--- src/rtl/cu_pkg.sv ---
// Shared definitions for the nibble-processor computational unit.
// Holds the ALU function codes, the data_bus source codes, the reg_en bit
// indices and the multiply-engine state type.
// There are no ports. Every file that uses these definitions pulls them in
// with "import cu_pkg::*".
package cu_pkg;

    // ALU function codes (ir_nibble[2:0])
    localparam logic [2:0] FN_NEG  = 3'b000;
    localparam logic [2:0] FN_SUB  = 3'b001;
    localparam logic [2:0] FN_ADD  = 3'b010;
    localparam logic [2:0] FN_MULH = 3'b011;
    localparam logic [2:0] FN_MULL = 3'b100;
    localparam logic [2:0] FN_XOR  = 3'b101;
    localparam logic [2:0] FN_AND  = 3'b110;
    localparam logic [2:0] FN_NOT  = 3'b111;

    // data_bus source codes (source_sel)
    localparam logic [3:0] SRC_X0   = 4'd0;
    localparam logic [3:0] SRC_X1   = 4'd1;
    localparam logic [3:0] SRC_Y0   = 4'd2;
    localparam logic [3:0] SRC_Y1   = 4'd3;
    localparam logic [3:0] SRC_R    = 4'd4;
    localparam logic [3:0] SRC_M    = 4'd5;
    localparam logic [3:0] SRC_I    = 4'd6;
    localparam logic [3:0] SRC_DM   = 4'd7;
    localparam logic [3:0] SRC_PM   = 4'd8;
    localparam logic [3:0] SRC_PINS = 4'd9;

    // reg_en bit indices
    localparam int unsigned EN_X0    = 0;
    localparam int unsigned EN_X1    = 1;
    localparam int unsigned EN_Y0    = 2;
    localparam int unsigned EN_Y1    = 3;
    localparam int unsigned EN_R     = 4;
    localparam int unsigned EN_M     = 5;
    localparam int unsigned EN_I     = 6;
    localparam int unsigned EN_SPARE = 7;
    localparam int unsigned EN_O     = 8;

    typedef enum logic {IDLE, MUL} cu_state_t;

endpackage

--- src/rtl/cu_shift_add_mul.sv ---
// Multi-cycle shift-add multiplier.
// Ports:
//   clk, sync_reset : clock and synchronous active-high reset
//   start           : accepted only while IDLE; latches a and b
//   a, b            : DW-bit unsigned operands
//   busy            : high for exactly CYC cycles after the start edge
//   done            : high during the last busy cycle
//   product         : full 2*DW product, valid while done is high
module cu_shift_add_mul
    import cu_pkg::*;
#(
    parameter int unsigned DW  = 4,
    parameter int unsigned CYC = DW
) (
    input  logic            clk,
    input  logic            sync_reset,
    input  logic            start,
    input  logic [DW-1:0]   a,
    input  logic [DW-1:0]   b,
    output logic            busy,
    output logic            done,
    output logic [2*DW-1:0] product
);

    localparam int unsigned CW = $clog2(CYC + 1);

    cu_state_t       state, state_next;
    logic [2*DW-1:0] mcand, acc, acc_next;
    logic [DW-1:0]   mplier;
    logic [CW-1:0]   cnt;

    always_ff @(posedge clk) begin
        if (sync_reset) begin
            state  <= IDLE;
            mcand  <= '0;
            mplier <= '0;
            acc    <= '0;
            cnt    <= '0;
        end else begin
            state <= state_next;
            if (state == IDLE && start) begin
                mcand  <= {{DW{1'b0}}, a};
                mplier <= b;
                acc    <= '0;
                cnt    <= '0;
            end else if (state == MUL) begin
                acc    <= acc_next;
                mcand  <= mcand << 1;
                mplier <= mplier >> 1;
                cnt    <= cnt + 1'b1;
            end
        end
    end

    // The last partial product is added combinationally, so the caller can
    // capture the finished result on the same edge that leaves MUL.
    always_comb begin
        state_next = state;
        busy       = 1'b0;
        done       = 1'b0;
        acc_next   = acc + (mplier[0] ? mcand : '0);
        case (state)
            IDLE: if (start) state_next = MUL;
            MUL: begin
                busy = 1'b1;
                if (cnt == CW'(CYC - 1)) begin
                    done       = 1'b1;
                    state_next = IDLE;
                end
            end
            default: state_next = IDLE;
        endcase
    end

    assign product = acc_next;

endmodule

--- src/rtl/computational_unit_param.sv ---
// Width-parametrised datapath of the nibble-processor core. It holds the
// operand registers, the ALU, the index/modify pair, the output port, the
// source bus and a multi-cycle multiplier with a busy handshake.
// Ports:
//   clk, sync_reset          : clock and synchronous active-high reset
//   ir_nibble[3:0]           : [3] alt-qualifier, [2:0] ALU function; also the pm_data immediate
//   alternate_fn             : selects the alternate ALU table
//   source_sel[3:0]          : data_bus source select
//   reg_en[8:0]              : per-register write enables
//   i_sel                    : 0 -> i<=data_bus, 1 -> i<=i+m
//   x_sel, y_sel             : ALU operand selects
//   dm, i_pins               : data memory read data, input pins
//   data_bus                 : combinational source mux
//   x0,x1,y0,y1,r,m,i,o_reg  : architectural registers
//   from_cu                  : {x1,x0}
//   r_eq_0                   : zero flag of the last r write
//   busy                     : multiply in progress
// Build option: defining CU_MAC_EN turns alternate_fn=1 / fn 011 into a
// multiply-accumulate.
module computational_unit_param
    import cu_pkg::*;
#(
    parameter int unsigned DW      = 4,
    parameter int unsigned MUL_CYC = DW
) (
    input  logic            clk,
    input  logic            sync_reset,
    input  logic [3:0]      ir_nibble,
    input  logic            alternate_fn,
    input  logic [3:0]      source_sel,
    input  logic [8:0]      reg_en,
    input  logic            i_sel,
    input  logic            x_sel,
    input  logic            y_sel,
    input  logic [DW-1:0]   dm,
    input  logic [DW-1:0]   i_pins,
    output logic [DW-1:0]   data_bus,
    output logic [DW-1:0]   x0,
    output logic [DW-1:0]   x1,
    output logic [DW-1:0]   y0,
    output logic [DW-1:0]   y1,
    output logic [DW-1:0]   r,
    output logic [DW-1:0]   m,
    output logic [DW-1:0]   i,
    output logic [DW-1:0]   o_reg,
    output logic [2*DW-1:0] from_cu,
    output logic            r_eq_0,
    output logic            busy
);

    logic [2:0]      fn;
    logic            qual;
    logic [DW-1:0]   pm_data, x, y, alu_res, mul_res, i_next;
    logic            is_mul_fn, is_mac_fn, mul_start, mul_busy, mul_done;
    logic            sel_hi;
    logic [2*DW-1:0] product;
    logic            unused_spare;

    assign fn           = ir_nibble[2:0];
    assign qual         = ir_nibble[3];
    assign pm_data      = DW'(ir_nibble);
    assign x            = x_sel ? x1 : x0;
    assign y            = y_sel ? y1 : y0;
    assign from_cu      = {x1, x0};
    assign busy         = mul_busy;
    assign unused_spare = reg_en[EN_SPARE];

    assign is_mul_fn = !alternate_fn && (fn == FN_MULH || fn == FN_MULL);
`ifdef CU_MAC_EN
    assign is_mac_fn = alternate_fn && (fn == FN_MULH);
`else
    assign is_mac_fn = 1'b0;
`endif
    assign mul_start = reg_en[EN_R] && !mul_busy && (is_mul_fn || is_mac_fn);

    cu_shift_add_mul #(.DW(DW), .CYC(MUL_CYC)) u_mul (
        .clk        (clk),
        .sync_reset (sync_reset),
        .start      (mul_start),
        .a          (x),
        .b          (y),
        .busy       (mul_busy),
        .done       (mul_done),
        .product    (product)
    );

    always_comb begin
        data_bus = '0;
        case (source_sel)
            SRC_X0:   data_bus = x0;
            SRC_X1:   data_bus = x1;
            SRC_Y0:   data_bus = y0;
            SRC_Y1:   data_bus = y1;
            SRC_R:    data_bus = r;
            SRC_M:    data_bus = m;
            SRC_I:    data_bus = i;
            SRC_DM:   data_bus = dm;
            SRC_PM:   data_bus = pm_data;
            SRC_PINS: data_bus = i_pins;
            default:  data_bus = '0;
        endcase
    end

    // Single-cycle ALU. The multiply codes fall through to r; they are
    // handled by the multiply engine.
    always_comb begin
        alu_res = r;
        if (alternate_fn) begin
            if (fn == FN_SUB) alu_res = x - y + r;
        end else begin
            case (fn)
                FN_NEG:  alu_res = qual ? r : -x;
                FN_SUB:  alu_res = x - y;
                FN_ADD:  alu_res = x + y;
                FN_XOR:  alu_res = x ^ y;
                FN_AND:  alu_res = x & y;
                FN_NOT:  alu_res = qual ? r : ~x;
                default: alu_res = r;
            endcase
        end
    end

`ifdef CU_MAC_EN
    logic mac_op;
    // r cannot be written while busy, so the r seen at the done edge equals
    // the r sampled at the request edge.
    assign mul_res = mac_op ? r + product[DW-1:0]
                            : (sel_hi ? product[2*DW-1:DW] : product[DW-1:0]);
    always_ff @(posedge clk) begin
        if (sync_reset)     mac_op <= 1'b0;
        else if (mul_start) mac_op <= is_mac_fn;
    end
`else
    assign mul_res = sel_hi ? product[2*DW-1:DW] : product[DW-1:0];
`endif

    assign i_next = i_sel ? i + m : data_bus;

    always_ff @(posedge clk) begin
        if (sync_reset) begin
            x0     <= '0;
            x1     <= '0;
            y0     <= '0;
            y1     <= '0;
            r      <= '0;
            m      <= '0;
            i      <= '0;
            o_reg  <= '0;
            r_eq_0 <= 1'b1;
            sel_hi <= 1'b0;
        end else begin
            if (reg_en[EN_X0]) x0    <= data_bus;
            if (reg_en[EN_X1]) x1    <= data_bus;
            if (reg_en[EN_Y0]) y0    <= data_bus;
            if (reg_en[EN_Y1]) y1    <= data_bus;
            if (reg_en[EN_M])  m     <= data_bus;
            if (reg_en[EN_I])  i     <= i_next;
            if (reg_en[EN_O])  o_reg <= data_bus;
            if (mul_done) begin
                r      <= mul_res;
                r_eq_0 <= (mul_res == '0);
            end else if (reg_en[EN_R] && !mul_busy && !mul_start) begin
                r      <= alu_res;
                r_eq_0 <= (alu_res == '0);
            end
            if (mul_start) sel_hi <= (fn == FN_MULH);
        end
    end

endmodule

--- config.mk ---
export PLATFORM = sky130hd
export DESIGN_NAME = computational_unit_param
export DESIGN_NICKNAME = d
export VERILOG_FILES = /design/src/rtl/cu_pkg.sv /design/src/rtl/cu_shift_add_mul.sv /design/src/rtl/computational_unit_param.sv
export SDC_FILE = /design/constraint.sdc
export NUM_CORES = 1
export LEC_CHECK = 0
export ABC_CLOCK_PERIOD_IN_PS = 4050
export CORE_MARGIN = 2
export CORE_UTILIZATION = 53
export CTS_CLUSTER_DIAMETER = 120
export DETAILED_ROUTE_END_ITERATION = 6
export PLACE_DENSITY = 0.81
export REMOVE_ABC_BUFFERS = 1
export SYNTH_ARGS = -nofsm -noshare
export SYNTH_HDL_FRONTEND = slang
export SYNTH_SLANG_ARGS = --single-unit
--- constraint.sdc ---
create_clock -name clk -period 4.05 [get_ports clk]
set_input_delay 0.6075 -clock clk [delete_from_list [all_inputs] [get_ports clk]]
set_output_delay 0.6075 -clock clk [all_outputs]
set_load 0.05 [all_outputs]
# After elaboration in Yosys (flattened, before gate mapping)
# Index checks and enable logic that the tools add are counted.
# Widths: inputs -> output; s select.
# classes
add_sub_neg	7
eq_ne	17
muxes	25
bitwise_logic	4
reduce_logical	16
# op_table
operator	n
$mux 4	14
$pmux 4 s10	1
$pmux 4 s6	1
$eq 4x3->1 const B	4
$add 4x4->4	3
$eq 3x3->1 const B	4
$logic_not 4->1	3
$eq 3x2->1 const B	3
$add 8x8->8	1
$eq 4x2->1 const B	2
$eq 4x4->1 const B	2
$mux 8	1
$mux 1	7
$logic_and 1x1->1	5
$and 4x4->4	1
$eq 4x1->1 const B	1
$neg 4->4	1
$not 4->4	1
$reduce_bool 2->1	2
$sub 4x4->4	1
$xor 4x4->4	1
$add 3x1->3 const B	1
$eq 3x1->1 const B	1
$logic_not 1->1	3
5 further kinds	5
# word_totals
register_bits	58
input_bits	31
wordCells	85

# Depth between registers and ports, before layout
# Gate-level depths: netlist of the first run.
# depth
word_depth	8
ltp_mapped	13

# Hierarchy
# From an unflattened synthesis of the first run, not the netlist that was laid out.
# hier_totals
hier_cells	514
hier_area_um2	4264.1
# by_module_without_submodules
module	n_inst	cells_per_inst	area_per_inst_um2
computational_unit_param	1	358	2865.2
cu_shift_add_mul	1	156	1398.8

# Least setup slack after synthesis of the first run
# No wires, ideal clock.
# synth_timing
path_kind	input-to-reg
startpoint	input port y_sel
endpoint	register r[3]
setup_time_ps	74
arrival_time_ps	3296
required_ps	3976
slack_ps	679
path_stages	12
path_buffers	0
cell_sequence	mux2_2 -> ha_1 -> fa_1 -> inv_1 -> ha_1 -> a21o_1 -> a21oi_1 -> xor3_1 -> nand4_1 -> o21ai_0 -> or4_1 -> a31oi_1
# synth_via
elab_chain_len	7
# synth_rtl
element	line	text
from (decl)	computational_unit_param.sv:34	input logic y_sel,
$mux 4 (*)	computational_unit_param.sv:63	assign y = y_sel ? y1 : y0;
$sub 4x4->4	computational_unit_param.sv:109, computational_unit_param.sv:113	
$add 4x4->4	computational_unit_param.sv:109	if (fn == FN_SUB) alu_res = x - y + r;
$mux 4	computational_unit_param.sv:109	
$mux 4 (*)	computational_unit_param.sv:108	if (alternate_fn) begin
$mux 4 (*)	computational_unit_param.sv:162	end else if (reg_en[EN_R] && !mul_busy && !mul_start) begin
$mux 4 (*)	computational_unit_param.sv:159	if (mul_done) begin
to (signal assigned)	computational_unit_param.sv:160	r <= mul_res;
to (signal assigned)	computational_unit_param.sv:163	r <= alu_res;
to (decl)	computational_unit_param.sv:42	output logic [DW-1:0] r,
# Mark *: on every way between the ends. The rest lies on a longest branch, timed or not. The select of a mux whose other input is x is not followed.
# A chain may end at the register's enable or synchronous reset.

# Worst setup path in the final report of the first run
# layout_timing
startpoint	input port x_sel
endpoint	register r_eq_0
# layout_via
elab_chain_len	8
# layout_rtl
element	line	text
from (decl)	computational_unit_param.sv:33	input logic x_sel,
$mux 4 (*)	computational_unit_param.sv:62	assign x = x_sel ? x1 : x0;
$sub 4x4->4 (tied with other cells)	computational_unit_param.sv:109, computational_unit_param.sv:113	
$add 4x4->4 (tied with other cells)	computational_unit_param.sv:109	
$mux 4 or $pmux 4 s6 (tied branches)	computational_unit_param.sv:109, computational_unit_param.sv:111	
$mux 4 (*)	computational_unit_param.sv:108	
$logic_not 4->1 (*)	computational_unit_param.sv:164	r_eq_0 <= (alu_res == '0);
$mux 1 (*)	computational_unit_param.sv:162	
$mux 1 (*)	computational_unit_param.sv:159	
to (signal assigned)	computational_unit_param.sv:161	r_eq_0 <= (mul_res == '0);
to (signal assigned)	computational_unit_param.sv:164	
to (decl)	computational_unit_param.sv:47	output logic r_eq_0,
# Marks and branches as above.

==> results of run 1 <==
-- path summary, 6_finish.rpt --
kind,startpoint,endpoint,cells past startpoint
setup / recovery,x_sel,r_eq_0$_SDFFE_PP1P_,13
hold / removal,u_mul.mplier[1]$_SDFFE_PP0P_,u_mul.mplier[0]$_SDFFE_PP0P_,2
setup reg to reg,y1[0]$_SDFFE_PP0P_,r[3]$_SDFFE_PP0P_,12
hold reg to reg,u_mul.mplier[1]$_SDFFE_PP0P_,u_mul.mplier[0]$_SDFFE_PP0P_,2
-- per-layer routing --
metal  track usage  up-vias  wire length (µm)
li1              -     1929                 -
met1        0.3589     1815              5275
met2        0.4313       76              5217
met3       0.03906       14               466
met4       0.07843        0               150
met5             0        -                 0
-- cells by family after synthesis --
group / count (synthesis) / synth area share
xor+xnor: 21 / 0.04772
buf+inv: 67 / 0.07623
mux: 31 / 0.08223
flops: 58 / 0.2785
fa+ha+maj: 28 / 0.09304
compound gates: 133 / 0.2215
simple gates: 171 / 0.2008
-- power breakdown --
group	internal, W	switching [W]
Clock	0.000235	0.000235
Combinational	0.000210	0.000307
Sequential	0.000597	0.0000375
-- per-stage QoR --
step / power [W] / cells / setup WS, ns / hold WS [ns]
2_1_floorplan: 0.0009552 / 467 / 0.3347 / 0.4384
3_3_place_gp: 0.001149 / 659 / 0.06840 / 0.4586
3_5_place_dp: 0.001160 / 659 / -0.01404 / 0.4657
4_1_cts: 0.001629 / 675 / 0.3530 / 0.4731
5_1_grt: 0.001692 / 675 / 0.03507 / 0.5031
6_report: 0.001622 / 675 / 0.3303 / 0.4682
-- cells in the mapped netlist (6+ instances only) --
cell,instances
a21oi_1,29
nand2b_1,9
a31oi_1,6
and2_1,10
xor2_1,6
o21ai_0,11
nand3_1,11
nor2_1,70
a22oi_1,10
a211oi_1,27
ha_1,23
nor3b_1,7
inv_1,25
mux2_2,8
buf_2,8
buf_1,6
mux2i_1,19
buf_4,11
nor2b_1,10
clkbuf_1,15
dfxtp_1,58
nand2_1,31
o211ai_1,7
xnor2_1,14
-- final cells by class --
type / count / share of cell area
clock buffer: 11 / 0.02774
clock inverter: 5 / 0.005891
inverter: 25 / 0.01841
sequential: 58 / 0.2278
tap: 102 / 0.02504
multi-input combinational: 384 / 0.5277
timing repair buffer: 90 / 0.1674
-- critical path: stages --
cell	delay, ns
clkdlybuf4s50_1	0.63
mux2i_2	0.28
buf_4	0.17
inv_1	0.05
ha_1	0.23
fa_1	0.43
mux2_1	0.30
o21ai_0	0.21
a21oi_1	0.11
o221a_2	0.27
a2111oi_0	0.42
o31ai_1	0.15
o311ai_1	0.11
==> impl_metrics.yaml, run 1 <==
outcome:
  run_status: "finished clean"
clocking:
  clock_sinks: 58
  cts_tree: "done"
  cts_max_path_buffers: 2
  root_buffer: "clkbuf_8"
  htreeDepth: 3
  cts_setup_buffers: 0
  insertion_delay_ns: 0.34
  cts_resized: 0
  hold_buffers: 0
  clk_pin_slew_ns: 0.07
  cts_buffers: 9
power:
  p_leak_nw: 2.024
  max-vdd-ir-drop_mv: 0.2538
  powerDensity_nw_per_um2: 318.1
critical_path:
  rrSetupSlack_ns: 0.84
  crit_type: "in -> reg"
  startpoint_type: "input pin"
  cp.required_ns: 4.29
  arrival_ns: 3.96
  crit_path_end_kind: "flop"
  path_max_fanout: 6
global_routing:
  grt_max_degree: 25
  antenna_found_initial: 0
  grt_usage: 0.2627
  grt_pass1_vias: 3627
  globalRouteOverflowTotal: 0
  grt_pass1_wl_mm: 18.02
detailed_routing:
  dr.pass1.iters: 4
  finalWirelength_mm: 11.11
  routed_via_density: 5.680
  vias: 3834
  drt_iter0_markers: 170
  post_drt_wl_per_cell_um: 16.46
  drc: 0
  ant_nets: 0
timing:
  fin_crit_sh: 0.9185
  fmax_mhz: 268.8
  relSlewSlack: 0.5442
  worst_slew_pin_slew_ns: 0.6815
  tns_ns: 0
  finalHoldViolCount: 0
  rsz0062_at_grt: "no"
  clock_skew_ns: 0.008294
  setup_viol: 0
  min_period_ns: 3.720
  slew_violations: 0
layout:
  final_common_cell: "clkdlybuf4s50_1"
  multi_input_area_um2: 2690
  reg_top3: "u_mul.acc: 8 flops, u_mul.mcand: 8 flops"
  utilization: 0.6631
  seq_area_um2: 1161
  areaGrowthSynthToFinish_pct: 22.27
  fillCellCount: 652
  final_cell_mix: "71 x clkdlybuf4s50_1, 70 x nor2_1, 58 x dfxtp_1"
  final_layout_size_suffix_gt1_frac: 0.09075
  design_area_um2: 5097
  num_antenna_cells: 0
  finalNetCount: 627
logic_synthesis:
  synth_top_area_frac: 0.2785
  ys_seq_area_frac: 0.2785
  ys_top_cells_by_area: "dfxtp_1 28%, ha_1 6.9%, nor2_1 6.3%"
  syn_area_um2: 4169
  syn_avg_cell_area_um2: 8.191
  synth-main-ff-cell: "dfxtp_1"
  synth-seq-cells: 58
  async_reset_ff_frac: 0
  yosysWarningCount: 0
  synth_edf_count: 0
  synth.distinct_cells: 70
  synth_top_cell_by_area: "dfxtp_1"
  synth_cells: 509
placement:
  dpl.hpwl_mm: 8.372
  placed_area_um2: 4926
  portBuffers: 75
  place_congestion: 0.9308
min_path:
  min_path_type: "reg -> reg"
floorplanning:
  rows: 32
  start_util: 0.5423
  dieArea_um2: 8591
  core_um2: 7687
  fp.dieW_um: 92.69
  io_pins: 77
  dieHeight_um: 92.69
flow_run:
  maxCapViolations: 0
Note: power is estimated with default switching activity, not from simulation.
==> inputs of run 2 (changes only) <==
--- a/config.mk
+++ b/config.mk
@@ -6,11 +6,11 @@
 export NUM_CORES = 1
 export LEC_CHECK = 0
 export ABC_CLOCK_PERIOD_IN_PS = 4050
+export CAP_MARGIN = 25
 export CORE_MARGIN = 2
-export CORE_UTILIZATION = 53
+export CORE_UTILIZATION = 25
 export CTS_CLUSTER_DIAMETER = 120
 export DETAILED_ROUTE_END_ITERATION = 6
-export PLACE_DENSITY = 0.81
 export REMOVE_ABC_BUFFERS = 1
 export SYNTH_ARGS = -nofsm -noshare
 export SYNTH_HDL_FRONTEND = slang
==> run 2 against run 1 <==
Effect of this change: register-to-register slack got worse by 0.03 ns; sequential power barely moved; utilization down 33 points; non-clock buffer count rose by 4; largest cell class unchanged; combinational power grew 2%; critical path type unchanged.
==> impl_metrics.yaml, run 2 (synthesis gave the netlist of run 1 again) <==
clocking:
  root_buffer: "clkbuf_16"
  clock_sinks: 58
  hold_buffers: 0
  htreeDepth: 3
  clk_pin_slew_ns: 0.05
  cts_setup_buffers: 0
  cts_tree: "done"
  insertion_delay_ns: 0.33
  cts_max_path_buffers: 2
  cts_buffers: 9
  cts_resized: 0
critical_path:
  path_max_fanout: 3
  arrival_ns: 3.95
  crit_type: "in -> reg"
  cp.required_ns: 4.30
  crit_path_end_kind: "flop"
  startpoint_type: "input pin"
layout:
  finalNetCount: 631
  reg_top3: "u_mul.acc: 8 flops, u_mul.mcand: 8 flops"
  fillCellCount: 1749
  num_antenna_cells: 0
  seq_area_um2: 1161
  utilization: 0.3300
  areaGrowthSynthToFinish_pct: 30.34
  final_cell_mix: "71 x clkdlybuf4s50_1, 70 x nor2_1, 58 x dfxtp_1"
  multi_input_area_um2: 2690
  final_common_cell: "clkdlybuf4s50_1"
  final_layout_size_suffix_gt1_frac: 0.09879
power:
  power.share.clock: 0.412
  p_sw_w: 0.0006250
  combPwrFrac: 0.266
  swShare: 0.3165
  power.internal_w: 0.001349
  powerDensity_nw_per_um2: 363.4
  max-vdd-ir-drop_mv: 0.1921
  seqPwrFrac: 0.322
  p_leak_nw: 2.122
placement:
  post-place-ws_ns: 0.04811
  portBuffers: 75
  place_congestion: 0.8138
  dpl.hpwl_mm: 9.054
floorplanning:
  dieArea_um2: 17720
  start_util: 0.2532
  dieHeight_um: 133.1
  fp.dieW_um: 133.1
  io_pins: 77
  rows: 47
  core_um2: 16470
min_path:
  min_path_type: "reg -> reg"
timing:
  slew_violations: 0
  setup_viol: 0
  fin_crit_sh: 0.9133
  tns_ns: 0
  min_period_ns: 3.699
  fmax_mhz: 270.4
  relSlewSlack: 0.5216
  clock_skew_ns: 0.006291
  whs_ns: 0.4689
  worst_slew_pin_slew_ns: 0.7154
  finalHoldViolCount: 0
  setup_ws_ns: 0.3511
  rsz0062_at_grt: "no"
global_routing:
  grt_usage: 0.1368
  grt_pass1_wl_mm: 19.47
  antenna_found_initial: 0
  globalRouteOverflowTotal: 0
  grt_max_degree: 22
  grt_pass1_vias: 3649
detailed_routing:
  drt-met1-wl_mm: 5.771
  ant_nets: 0
  finalWirelength_mm: 11.88
  post_drt_wl_per_cell_um: 14.90
  wl_met2_mm: 5.486
  routed_via_density: 4.773
  drc: 0
  dr.pass1.iters: 4
  drt_iter0_markers: 310
  wl_met3_um: 363
  top_layer_used: "met4"
  vias: 3804
outcome:
  run_status: "finished clean"
flow_run:
  maxCapViolations: 0
## run 2: cell count changes in the layout (fill, tap and decap cells not counted), moves of 2 or more
cell,delta
buf_4,+3
bufinv_16,+2
clkbuf_16,+9
clkbuf_8,-10
clkinvlp_4,-2
## run 2: area by class of cell
cell class | count | share of cell area
clock buffers | 9 | 0.04145
clock inverters | 7 | 0.01704
inverters | 25 | 0.01727
multi-input cells | 384 | 0.4950
flip-flops and latches | 58 | 0.2137
well taps | 220 | 0.05066
repair buffers | 94 | 0.1649
## run 2: critical path: stages
cell and delay (ns):
clkdlybuf4s50_1 0.48, mux2_2 0.37, ha_1 0.23, fa_1 0.54, inv_1 0.06, ha_1 0.27
a21o_1 0.17, a21oi_1 0.16, xor3_1 0.26, nand4_1 0.10, o21ai_0 0.11, or4_1 0.41
a31oi_1 0.16
## run 2: final timing paths
path	cells after the start	endpoint	slack [ns]	start
hold / removal	2	u_mul.mcand[2]$_SDFFE_PP0P_	0.47	u_mul.mcand[2]$_SDFFE_PP0P_
setup reg to reg	12	r[3]$_SDFFE_PP0P_	0.81	y1[0]$_SDFFE_PP0P_
setup / recovery	13	r[3]$_SDFFE_PP0P_	0.35	y_sel
hold reg to reg	2	u_mul.mcand[2]$_SDFFE_PP0P_	0.47	u_mul.mcand[2]$_SDFFE_PP0P_
## run 2: metal layers
metal / global-route usage / vias to the layer above
li1: - / 1940
met1: 0.1878 / 1784
met2: 0.2173 / 62
met3: 0.02359 / 18
met4: 0.04728 / 0
met5: 0 / -
## run 2: metrics by stage
step	total power (W)	std cells	area [µm²]
3_3_place_gp	0.001170	781	5116
6_report	0.001974	797	5434
3_5_place_dp	0.001171	781	5116
5_1_grt	0.002070	797	5434
2_1_floorplan	0.0009552	467	3945
4_1_cts	0.001999	797	5434
## run 2: power groups by stage
stage                     clock network, W  registers [W]  logic, W
final                             0.000813       0.000636  0.000525
after global routing              0.000864       0.000640  0.000566
after CTS                         0.000836       0.000637  0.000525
after detailed placement                 0       0.000649  0.000522
after global placement                   0       0.000648  0.000521
after floorplan                          0       0.000739  0.000216
==> inputs of run 3 (changes only) <==
--- a/config.mk
+++ b/config.mk
@@ -8,10 +8,11 @@
 export ABC_CLOCK_PERIOD_IN_PS = 4050
 export CAP_MARGIN = 25
 export CORE_MARGIN = 2
-export CORE_UTILIZATION = 25
+export CORE_UTILIZATION = 64
 export CTS_CLUSTER_DIAMETER = 120
 export DETAILED_ROUTE_END_ITERATION = 6
-export REMOVE_ABC_BUFFERS = 1
+export DONT_BUFFER_PORTS = 1
+export PLACE_DENSITY = 0.8
 export SYNTH_ARGS = -nofsm -noshare
 export SYNTH_HDL_FRONTEND = slang
 export SYNTH_SLANG_ARGS = --single-unit
==> run 3 against run 2 <==
Effect of this change: combinational power down 37%; cell area down 20%; non-clock buffer count down 81; via count down 3.1%; power down 18%; clock power down 25%; worst hold slack worse by 0.14 ns; register-to-register slack worse by 0.24 ns; largest power group is now registers; critical path depth down 1; cell count down 28%; critical path type is now reg -> reg; global-route usage up 16 points; critical endpoint unchanged.
==> impl_metrics.yaml, run 3 (synthesis gave the netlist of run 1 again) <==
outcome:
  run_status: "finished clean"
min_path:
  min-delay-start: "sync_reset"
  min_path_type: "in -> reg"
critical_path:
  crit_end: "r[3]$_SDFFE_PP0P_"
  path_max_fanout: 4
  reg2reg_depth: 12
  arrival_ns: 3.76
  r2r-start: "y0[0]$_SDFFE_PP0P_"
  crit_type: "reg -> reg"
  cp.required_ns: 4.33
  startpoint_type: "flop"
  crit_path_start: "y0[0]$_SDFFE_PP0P_"
  crit_path_end_kind: "flop"
  rrSetupSlack_ns: 0.57
  regToRegEndpoint: "r[3]$_SDFFE_PP0P_"
flow_run:
  maxCapViolations: 0
timing:
  min_period_ns: 3.482
  slew_violations: 0
  setup_viol: 0
  worst_slew_pin_slew_ns: 0.9611
  fin_crit_sh: 0.8597
  finalHoldViolCount: 0
  rsz0062_at_grt: "no"
  tns_ns: 0
  clock_skew_ns: 0.009098
  relSlewSlack: 0.3592
  fmax_mhz: 287.2
detailed_routing:
  routed_via_density: 6.431
  finalWirelength_mm: 10.13
  ant_nets: 0
  vias: 3685
  drt_iter0_markers: 346
  dr.pass1.iters: 5
  drc: 0
  post_drt_wl_per_cell_um: 17.68
clocking:
  cts_max_path_buffers: 2
  root_buffer: "clkbuf_8"
  clk_pin_slew_ns: 0.08
  hold_buffers: 0
  cts_setup_buffers: 0
  cts_tree: "done"
  cts_resized: 0
  insertion_delay_ns: 0.35
  htreeDepth: 3
  cts_buffers: 9
  clock_sinks: 58
floorplanning:
  dieArea_um2: 7176
  dieHeight_um: 84.71
  start_util: 0.6603
  core_um2: 6314
  rows: 29
  io_pins: 77
  fp.dieW_um: 84.71
layout:
  final_layout_size_suffix_gt1_frac: 0.09476
  num_antenna_cells: 0
  reg_top3: "u_mul.acc: 8 flops, u_mul.mcand: 8 flops"
  final_common_cell: "nor2_1"
  fillCellCount: 511
  finalNetCount: 550
  utilization: 0.6903
  areaGrowthSynthToFinish_pct: 4.532
  final_cell_mix: "70 x nor2_1, 57 x dfxtp_1, 31 x nand2_1"
global_routing:
  antenna_found_initial: 0
  grt_pass1_vias: 3543
  globalRouteOverflowTotal: 0
  grt_pass1_wl_mm: 17.01
  grt_usage: 0.2939
  grt_max_degree: 46
placement:
  place_congestion: 0.8782
  dpl.hpwl_mm: 7.524
  portBuffers: 0
power:
  max-vdd-ir-drop_mv: 0.2879
  total_power_w: 0.001628
  powerDensity_nw_per_um2: 373.7
  p_leak_nw: 1.757
logic_synthesis:
  synthesis.nets: 568
## run 3: layout make-up
| type | instances | area, µm² | share of cell area |
|---|---|---|---|
| Sequential cell | 58 | 1162 | 0.2667 |
| Tap cell | 77 | 96.34 | 0.02211 |
| Multi-Input combinational cell | 384 | 2690 | 0.6173 |
| Clock buffer | 10 | 127.6 | 0.02929 |
| Inverter | 25 | 93.84 | 0.02153 |
| Timing Repair Buffer | 13 | 97.59 | 0.02239 |
| Clock inverter | 6 | 90.09 | 0.02067 |
## run 3: per-stage QoR
stage	std cells	area [µm²]	hold WS (ns)	setup slack [ns]
6_report	573	4358	0.3257	0.5681
5_1_grt	573	4358	0.3190	0.3996
4_1_cts	573	4358	0.3128	0.5792
3_5_place_dp	557	4140	0.4583	0.5017
3_3_place_gp	557	4140	0.4551	0.5400
2_1_floorplan	509	4169	0.4444	0.6792
## run 3: report_power, final
part | internal (W) | total (W) | switching (W) | leakage, nW
Clock | 0.000349 | 0.000610 | 0.000262 | 0.107
Sequential | 0.000596 | 0.000689 | 0.0000929 | 0.475
Combinational | 0.000133 | 0.000329 | 0.000196 | 1.18
## run 3: per-layer routing
layer  wire [µm]  global-route usage
met2        4585              0.4524
met5           0                   0
met3         766             0.05998
met1        4516              0.3993
met4         264              0.1299
## run 3: how the worst min path moves through the flow
stage                                   endpoint  cells after the start
floorplan            u_mul.mcand[3]$_SDFFE_PP0P_                      2
global placement     u_mul.mcand[2]$_SDFFE_PP0P_                      2
detailed placement  u_mul.mplier[0]$_SDFFE_PP0P_                      2
CTS                            i[3]$_SDFFE_PP0P_                      1
global route                   r[2]$_SDFFE_PP0P_                      1
finish                         r[3]$_SDFFE_PP0P_                      1
## run 3: worst max-delay path: stages (launching register included)
cell     delay (ns)
dfxtp_1        0.50
mux2_2         0.40
ha_1           0.25
fa_1           0.55
inv_1          0.06
ha_1           0.27
a21o_1         0.17
a21oi_1        0.15
xor3_1         0.25
nand4_1        0.11
o21ai_0        0.11
or4_1          0.43
a31oi_1        0.16
